## src/rtl/cellrv32_package.sv

```systemverilog
// Slice of the shared cellrv32 package: the remapped vector instruction record
// passed from the remap stage to the issuing stage, plus the default depth of
// the decoupling queue between them.
package cellrv32_package;

  // Default depth of the remap -> issue decoupling queue.
  localparam int vis_queue_depth_c = 4;

  // Remapped vector instruction as produced by the remap stage.
  typedef struct packed {
    logic [6:0]  fu;          // functional-unit / opcode selector
    logic [4:0]  dst;         // remapped destination register
    logic [4:0]  src1;        // remapped source 1
    logic [4:0]  src2;        // remapped source 2
    logic [7:0]  vl;          // vector length for this instruction
    logic        reconfigure; // vsetvl-style reconfigure; ordering enforced downstream
    logic [31:0] data1;       // scalar operand
  } remapped_v_instr;

endpackage

```

## src/rtl/vis_instr_queue.sv

```systemverilog
// vis_instr_queue: decoupling FIFO between the vector remap stage and the
// vector issuing stage. The oldest entry is presented on valid_o/instr_o and
// held stable until the issuing stage pops it, however many cycles it spends
// expanding that instruction into micro-ops.
//
// Ports:
//   clk_i, rstn_i        clock, asynchronous active-low reset
//   flush_i              synchronous clear of all entries (wins over push/pop)
//   valid_i, instr_i     upstream instruction; accepted when ready_o is high
//   ready_o              queue can accept this cycle (registered: ~full)
//   valid_o, instr_o     head entry toward the issuing stage
//   ready_i              issuing stage pops the head
//   count_o              occupancy
//   empty_o, full_o      occupancy decodes
module vis_instr_queue
  import cellrv32_package::*;
#(
  parameter int DEPTH = vis_queue_depth_c
) (
  input  logic                       clk_i,
  input  logic                       rstn_i,
  input  logic                       flush_i,
  input  logic                       valid_i,
  input  remapped_v_instr            instr_i,
  output logic                       ready_o,
  output logic                       valid_o,
  output remapped_v_instr            instr_o,
  input  logic                       ready_i,
  output logic [$clog2(DEPTH+1)-1:0] count_o,
  output logic                       empty_o,
  output logic                       full_o
);

  localparam int PW = $clog2(DEPTH);
  localparam int CW = $clog2(DEPTH+1);

  remapped_v_instr mem_q [DEPTH];
  logic [PW-1:0]   wr_ptr_q, rd_ptr_q;
  logic [CW-1:0]   count_q;
  logic            push, pop;

  // All handshake outputs decode from the count register only, so nothing
  // from the issuing stage reaches ready_o combinationally. A full queue
  // therefore cannot accept in the same cycle it is popped.
  assign empty_o = (count_q == '0);
  assign full_o  = (count_q == CW'(DEPTH));
  assign ready_o = ~full_o;
  assign valid_o = ~empty_o;
  assign count_o = count_q;
  assign instr_o = mem_q[rd_ptr_q];

  assign push = valid_i & ready_o;
  assign pop  = valid_o & ready_i;

  // Pointers are exactly log2(DEPTH) bits, so wrap is the natural overflow.
  always_ff @(posedge clk_i or negedge rstn_i) begin
    if (!rstn_i) begin
      wr_ptr_q <= '0;
      rd_ptr_q <= '0;
      count_q  <= '0;
    end else if (flush_i) begin
      wr_ptr_q <= '0;
      rd_ptr_q <= '0;
      count_q  <= '0;
    end else begin
      if (push) wr_ptr_q <= wr_ptr_q + PW'(1);
      if (pop)  rd_ptr_q <= rd_ptr_q + PW'(1);
      case ({push, pop})
        2'b10:   count_q <= count_q + CW'(1);
        2'b01:   count_q <= count_q - CW'(1);
        default: count_q <= count_q;
      endcase
    end
  end

  // Storage is cleared on reset so instr_o is deterministic while empty.
  // A flush does not need to touch it: the pointers and count hide old data.
  always_ff @(posedge clk_i or negedge rstn_i) begin
    if (!rstn_i) begin
      for (int i = 0; i < DEPTH; i++) mem_q[i] <= '0;
    end else if (push && !flush_i) begin
      mem_q[wr_ptr_q] <= instr_i;
    end
  end

endmodule

```

## config.mk

```make
export PLATFORM = sky130hd
export DESIGN_NAME = vis_instr_queue
export DESIGN_NICKNAME = d
export VERILOG_FILES = /design/src/rtl/cellrv32_package.sv /design/src/rtl/vis_instr_queue.sv
export SDC_FILE = /design/constraint.sdc
export NUM_CORES = 1
export LEC_CHECK = 0
export CORE_MARGIN = 2
export CORE_UTILIZATION = 40
export CTS_BUF_LIST = sky130_fd_sc_hd__clkbuf_8
export CTS_CLUSTER_DIAMETER = 50
export DETAILED_ROUTE_END_ITERATION = 8
export GPL_TIMING_DRIVEN = 0
export PLACE_DENSITY = 0.61
export SYNTH_ARGS = -nofsm -noshare
export SYNTH_HDL_FRONTEND = slang
export SYNTH_SLANG_ARGS = --single-unit
```

## constraint.sdc

```tcl
create_clock -name clk_i -period 1.8 [get_ports clk_i]
set_clock_uncertainty 0.05 [all_clocks]
set_input_delay 0.27 -clock clk_i [delete_from_list [all_inputs] [get_ports clk_i]]
set_output_delay 0.27 -clock clk_i [all_outputs]
set_load 0.02 [all_outputs]
```

==> After elaboration in Yosys (flattened, before gate mapping) <==
Cells that the tools add are included.
Widths: inputs -> output; s select.
{ "op_classes": {"n_mux": 12, "bitwise_logic": 6, "addsub": 4, "n_eq_ne": 3, "n_reduce_logical": 7, "n_lt_le_gt_ge": 3} }
{ "op_table": {"columns": ["cell", "n"], "rows": [
  ["$bwmux 252", 1],
  ["$mux 63", 3],
  ["$bmux 63 s2", 1],
  ["$demux 63 s2", 1],
  ["$mux 2", 4],
  ["$ge 3x3->1 const B", 2],
  ["$not 2->3", 2],
  ["$pmux 3 s2", 1],
  ["$add 2x1->2 const B", 2],
  ["$reduce_bool 2->1", 2],
  ["$add 3x1->3 const B", 1],
  ["$eq 3x3->1 const B", 1],
  ["$logic_not 3->1", 1],
  ["$lt 3x1->1 const B", 1],
  ["$mux 3", 1],
  ["$reduce_bool 3->1", 1],
  ["$sub 3x1->3 const B", 1],
  ["$and 1x1->1", 2],
  ["$eq 2x1->1 const B", 1],
  ["$eq 2x2->1 const B", 1],
  ["$logic_and 1x1->1", 2],
  ["$not 1->1", 2],
  ["$logic_not 1->1", 1]
]} }
{ "totals": {"wordCells": 66, "out_inout_bits": 70, "register_bits": 259} }

==> Logic depth before layout (Yosys ltp) <==
{ "depth": {"word_depth": 6, "ltp_mapped": 7, "depth_no_buf": 6} }

==> Worst setup path after synthesis <==
No wires, ideal clock.
{ "synth_timing": {"kind": "register -> register", "from": "register count_q[1] (netlist: count_o[1])", "to": "register mem_q[0] (netlist bit)", "stages_incl_launch_ff": 8, "required_time_ns": 1.625, "n_path_buf": 2, "path_slack_ns": -0.424, "arrival_ns": 2.049, "cell_sequence": "dfrtp_1 > or3b_1 > buf_2 > inv_1 > nor3b_4 > nand2_2 > buf_6 > mux2_2"} }
{ "synth_via": {"elab_chain_len": 4} }
{ "synth_rtl": {"columns": ["item", "line", "rtl"], "rows": [
  ["from (decl)", "vis_instr_queue.sv:39", "logic [CW-1:0] count_q;"],
  ["from (signal assigned)", "vis_instr_queue.sv:69", "2'b10: count_q <= count_q + CW'(1);"],
  ["from (signal assigned)", "vis_instr_queue.sv:70", "2'b01: count_q <= count_q - CW'(1);"],
  ["from (signal assigned)", "vis_instr_queue.sv:71", "default: count_q <= count_q;"],
  ["$eq 3x3->1", "vis_instr_queue.sv:46", "assign full_o = (count_q == CW'(DEPTH));"],
  ["$not 1->1", "vis_instr_queue.sv:47", "assign ready_o = ~full_o;"],
  ["via ready_o", "vis_instr_queue.sv:25", "output logic ready_o,"],
  ["$and 1x1->1", "vis_instr_queue.sv:52", "assign push = valid_i & ready_o;"],
  ["$logic_and 1x1->1", "vis_instr_queue.sv:81", "end else if (push && !flush_i) begin"],
  ["to (signal, indexed assignment)", "vis_instr_queue.sv:82", "mem_q[wr_ptr_q] <= instr_i;"],
  ["to (decl)", "vis_instr_queue.sv:37", "remapped_v_instr mem_q [DEPTH];"]
]} }
The timed path passes the listed nets, and every way through them passes these cells.
A chain may end at the register's enable or synchronous reset.

==> impl_metrics.xml <==
<?xml version="1.0" encoding="UTF-8"?>
<metrics>
  <group name="setup_path">
    <metric name="cpMaxStageDelayCell" unit="">sky130_fd_sc_hd__mux4_2</metric>
    <metric name="critPathArrivalTime" unit="ps">2050</metric>
    <metric name="worstReg2RegEnd" unit="">mem_q[243]$_DFFE_PN0P_</metric>
    <metric name="worst_setup_path_endpoint" unit="">instr_o[4]</metric>
    <metric name="cpMostUsedCell" unit="">sky130_fd_sc_hd__buf_4</metric>
    <metric name="worstSetupEndpointType" unit="">output pin</metric>
    <metric name="critical_path_required" unit="ps">1480</metric>
    <metric name="critical_path.max_fanout" unit="">10</metric>
    <metric name="cpPeakStageDelay" unit="ps">490</metric>
    <metric name="path_class" unit="">register to output pin</metric>
    <metric name="setup.reg_to_reg.worst_slack" unit="ps">-410</metric>
    <metric name="crit_start" unit="">rd_ptr_q[0]$_DFFE_PN0P_</metric>
    <metric name="regToRegStartpoint" unit="">count_o[0]$_DFFE_PN0P_</metric>
    <metric name="crit_path_start_kind" unit="">register</metric>
    <metric name="r2r.worst_path.cells" unit="">10</metric>
    <metric name="path_cells" unit="">buf_4, clkbuf_16, buf_4, mux4_2, buf_6</metric>
  </group>
  <group name="floorplanning">
    <metric name="floorplan.io_pins" unit="">138</metric>
    <metric name="overall_die_area" unit="mm^2">0.0301</metric>
    <metric name="initial_utilization" unit="%">40.3</metric>
    <metric name="row_cnt" unit="">62</metric>
    <metric name="die_w" unit="um">174</metric>
    <metric name="dieHeight" unit="um">174</metric>
    <metric name="fp.coreArea" unit="mm^2">0.0285</metric>
  </group>
  <group name="global_route">
    <metric name="first_pass_grt_wire_length" unit="um">46500</metric>
    <metric name="grt_start_max_net_pins" unit="">101</metric>
    <metric name="grt_antenna_before_repair" unit="">1</metric>
    <metric name="grt_use_total" unit="%">19.8</metric>
    <metric name="grt_pass1_vias" unit="">8132</metric>
    <metric name="global_route.overflow_total" unit="">0</metric>
  </group>
  <group name="sta">
    <metric name="timing_worst_slew_pin_value" unit="ps">612</metric>
    <metric name="final_cycle_utilization_of_the_critical_path" unit="%">132</metric>
    <metric name="final_period_minus_worst_setup_slack" unit="ps">2370</metric>
    <metric name="rsz0062_at_grt" unit="">yes</metric>
    <metric name="timing.setup.tns" unit="ps">-105260</metric>
    <metric name="final_max_slew_viol_count" unit="">0</metric>
    <metric name="setup_slack" unit="ps">-568</metric>
    <metric name="setup_viol" unit="">321</metric>
    <metric name="max-slew-margin-rel" unit="%">59.2</metric>
    <metric name="fmaxAchievable" unit="MHz">422</metric>
    <metric name="hold_viol_final" unit="">0</metric>
  </group>
  <group name="logic_synthesis">
    <metric name="ys_types" unit="">33</metric>
    <metric name="syn-num-nets" unit="">746</metric>
    <metric name="synth.cell_area" unit="mm^2">0.0115</metric>
    <metric name="synth_cells" unit="">673</metric>
    <metric name="synth.ff_latch_count" unit="">259</metric>
    <metric name="synth_top_flop_cell" unit="">sky130_fd_sc_hd__dfrtp_1</metric>
    <metric name="synth_sequential_area_ratio" unit="%">56.3</metric>
    <metric name="synth_enable_flop_cells" unit="">0</metric>
    <metric name="synth-async-reset-ratio" unit="%">100</metric>
    <metric name="synth.yosys.warnings" unit="">0</metric>
    <metric name="syn_avg_cell_area" unit="um^2">17.1</metric>
  </group>
  <group name="power">
    <metric name="power.density_cell_area" unit="mW/mm^2">1410</metric>
    <metric name="ir_drop" unit="uV">661</metric>
    <metric name="p_clk_share" unit="%">25.0</metric>
    <metric name="power.combinational.fraction" unit="%">35.5</metric>
    <metric name="switching_share" unit="%">29.1</metric>
    <metric name="leakage" unit="uW">0.00788</metric>
    <metric name="pwr-share-seq" unit="%">39.6</metric>
    <metric name="switchingPower" unit="uW">6770</metric>
    <metric name="internal-power" unit="uW">16500</metric>
  </group>
  <group name="clock_tree">
    <metric name="cts.sinks" unit="">259</metric>
    <metric name="clk_transition_reported_paths" unit="ps">60</metric>
    <metric name="cts_tree" unit="">built</metric>
    <metric name="max-clock-path-buffers" unit="">3</metric>
    <metric name="maximum_level_of_the_cts_h_tree" unit="">2</metric>
    <metric name="ctsRootBufferMaster" unit="">sky130_fd_sc_hd__clkbuf_8</metric>
    <metric name="cts_buffers" unit="">47</metric>
    <metric name="clk-insertion-delay-late" unit="ps">550</metric>
  </group>
  <group name="routing">
    <metric name="routed-via-count" unit="">7094</metric>
    <metric name="route.detailed.wl_per_inst" unit="um">22.8</metric>
    <metric name="wl" unit="um">30800</metric>
    <metric name="final_antenna_net_count" unit="">0</metric>
    <metric name="dr.first_iter.drc_count" unit="">261</metric>
    <metric name="detail_route.vias_per_cell" unit="">5.26</metric>
    <metric name="dr.pass1.iters" unit="">4</metric>
    <metric name="drc_viols" unit="">0</metric>
  </group>
  <group name="final_layout">
    <metric name="post-route-util" unit="%">57.7</metric>
    <metric name="most_common_cell_after_layout_fill_and_taps_aside" unit="">sky130_fd_sc_hd__dfrtp_1</metric>
    <metric name="final_cell_mix" unit="">sky130_fd_sc_hd__dfrtp_1, sky130_fd_sc_hd__mux2_4, sky130_fd_sc_hd__clkdlybuf4s50_1, sky130_fd_sc_hd__mux4_2</metric>
    <metric name="layout.filler_cells" unit="">2264</metric>
    <metric name="final_layout_size_suffix_gt1_share" unit="%">61.0</metric>
    <metric name="area_growth_syn_to_layout" unit="%">43.2</metric>
    <metric name="nNetsFinal" unit="">1004</metric>
  </group>
  <group name="place">
    <metric name="finalWeightedCongestion" unit="">0.743</metric>
    <metric name="port-buffer-count" unit="">136</metric>
    <metric name="post-dp-hpwl" unit="um">17800</metric>
    <metric name="pre_cts_slack" unit="ps">-1160</metric>
  </group>
  <group name="run_status">
    <metric name="failing_checks" unit="">negative setup slack</metric>
    <metric name="outcome" unit="">finished with violations</metric>
  </group>
  <group name="run">
    <metric name="max_cap_violations" unit="">0</metric>
  </group>
  <group name="worst_hold_path">
    <metric name="worst_hold_path_type" unit="">input pin to async pin</metric>
  </group>
</metrics>
cells by family (layout without fill, tap and decap cells):
family	after synthesis	count (layout)	share of synthesized area, %
buffers and inverters	48	333	3.27
AND/OR/NAND/NOR	32	37	1.57
flip-flops	259	259	56.3
adder cells (fa/ha/maj)	5	5	0.609
XOR/XNOR	4	4	0.304
multiplexers	315	315	37.4
AO/OA/AOI/OAI	10	10	0.555
other	0	1	0
Yosys cell counts (all sizes together), types with 2 or more instances:
cell type | instances | area, um^2
xor2 | 2 | 17.5
or3 | 2 | 12.5
nor2 | 8 | 30.0
clkbuf | 11 | 41.3
dfrtp | 259 | 6480
inv | 4 | 15.0
mux2 | 252 | 2880
mux4 | 63 | 1420
nand2 | 9 | 41.3
xnor2 | 2 | 17.5
buf | 33 | 320
or3b | 2 | 17.5
a21oi | 2 | 10.0
o21ai | 3 | 15.0
ha | 4 | 50.1
nand3 | 5 | 25.0
stage by stage:
| stage | cell area [um^2] | hold slack (ps) | instances | total power (uW) |
|---|---|---|---|---|
| final | 16500 | 205 | 1348 | 23200 |
| after global routing | 16500 | 229 | 1347 | 24400 |
| after CTS | 15500 | 240 | 1319 | 22400 |
| after detailed placement | 13500 | 250 | 1195 | 16200 |
| after global placement | 13400 | 431 | 1193 | 15700 |
| after floorplan | 11600 | -75.6 | 673 | 13400 |
sequential cells by signal (all words and copies together) (netlist names):
| signal | cells |
|---|---|
| count_o | 3 |
| mem_q | 252 |
| rd_ptr_q | 2 |
| wr_ptr_q | 2 |
power groups by stage:
stage | clock, uW | sequential [uW] | combinational [uW]
2_1_floorplan | 0 | 8740 | 4700
3_3_place_gp | 0 | 8930 | 6780
3_5_place_dp | 0 | 9180 | 7020
4_1_cts | 5930 | 9090 | 7340
5_1_grt | 6240 | 9450 | 8740
6_report | 5800 | 9180 | 8240
what timing repair did:
item | in CTS | in global routing
resized for setup | 434 | 220
gates cloned | 16 | 9
setup buffers | 27 | 31
endpoints found under the setup margin | 325 | 424
pin swaps | 5 | 6
hold buffers | 2 | 0
endpoints found under the hold margin | 84 | 0
how the worst min path moves through the flow:
stage,slack [ps],cells past startpoint,start,end
final,200,2,rstn_i,mem_q[14]$_DFFE_PN0P_
after global routing,230,2,rstn_i,mem_q[140]$_DFFE_PN0P_
after CTS,240,2,rstn_i,mem_q[207]$_DFFE_PN0P_
after detailed placement,250,1,rstn_i,mem_q[203]$_DFFE_PN0P_
after global placement,430,1,mem_q[57]$_DFFE_PN0P_,mem_q[57]$_DFFE_PN0P_
after floorplan,-80,0,rstn_i,count_o[0]$_DFFE_PN0P_
cell type report:
| class | count | area (um^2) | share of cell area [%] |
|---|---|---|---|
| Buffer | 40 | 641 | 3.89 |
| Sequential cell | 259 | 6490 | 39.4 |
| Clock inverter | 19 | 135 | 0.820 |
| Inverter | 4 | 22.5 | 0.137 |
| Timing Repair Buffer | 208 | 2360 | 14.3 |
| Clock buffer | 62 | 853 | 5.18 |
| Antenna cell | 1 | 2.50 | 0.0152 |
| Tap cell | 384 | 480 | 2.92 |
| Multi-Input combinational cell | 371 | 5500 | 33.4 |
layer usage:
metal / up-vias / global-route usage (%) / wire [um]
met1: 3814 / 25.2 / 13300
met5: - / 0 / 0
met2: 187 / 33.6 / 15200
li1: 3043 / - / -
met4: 0 / 6.58 / 716
met3: 50 / 4.54 / 1570
critical path: cells and delay by family (launching register included):
family / cells / cell delay [ps]
multiplexers: 1 / 490
buffers and inverters: 4 / 570
flip-flops: 1 / 420
Power figures use the tool's default switching activity.
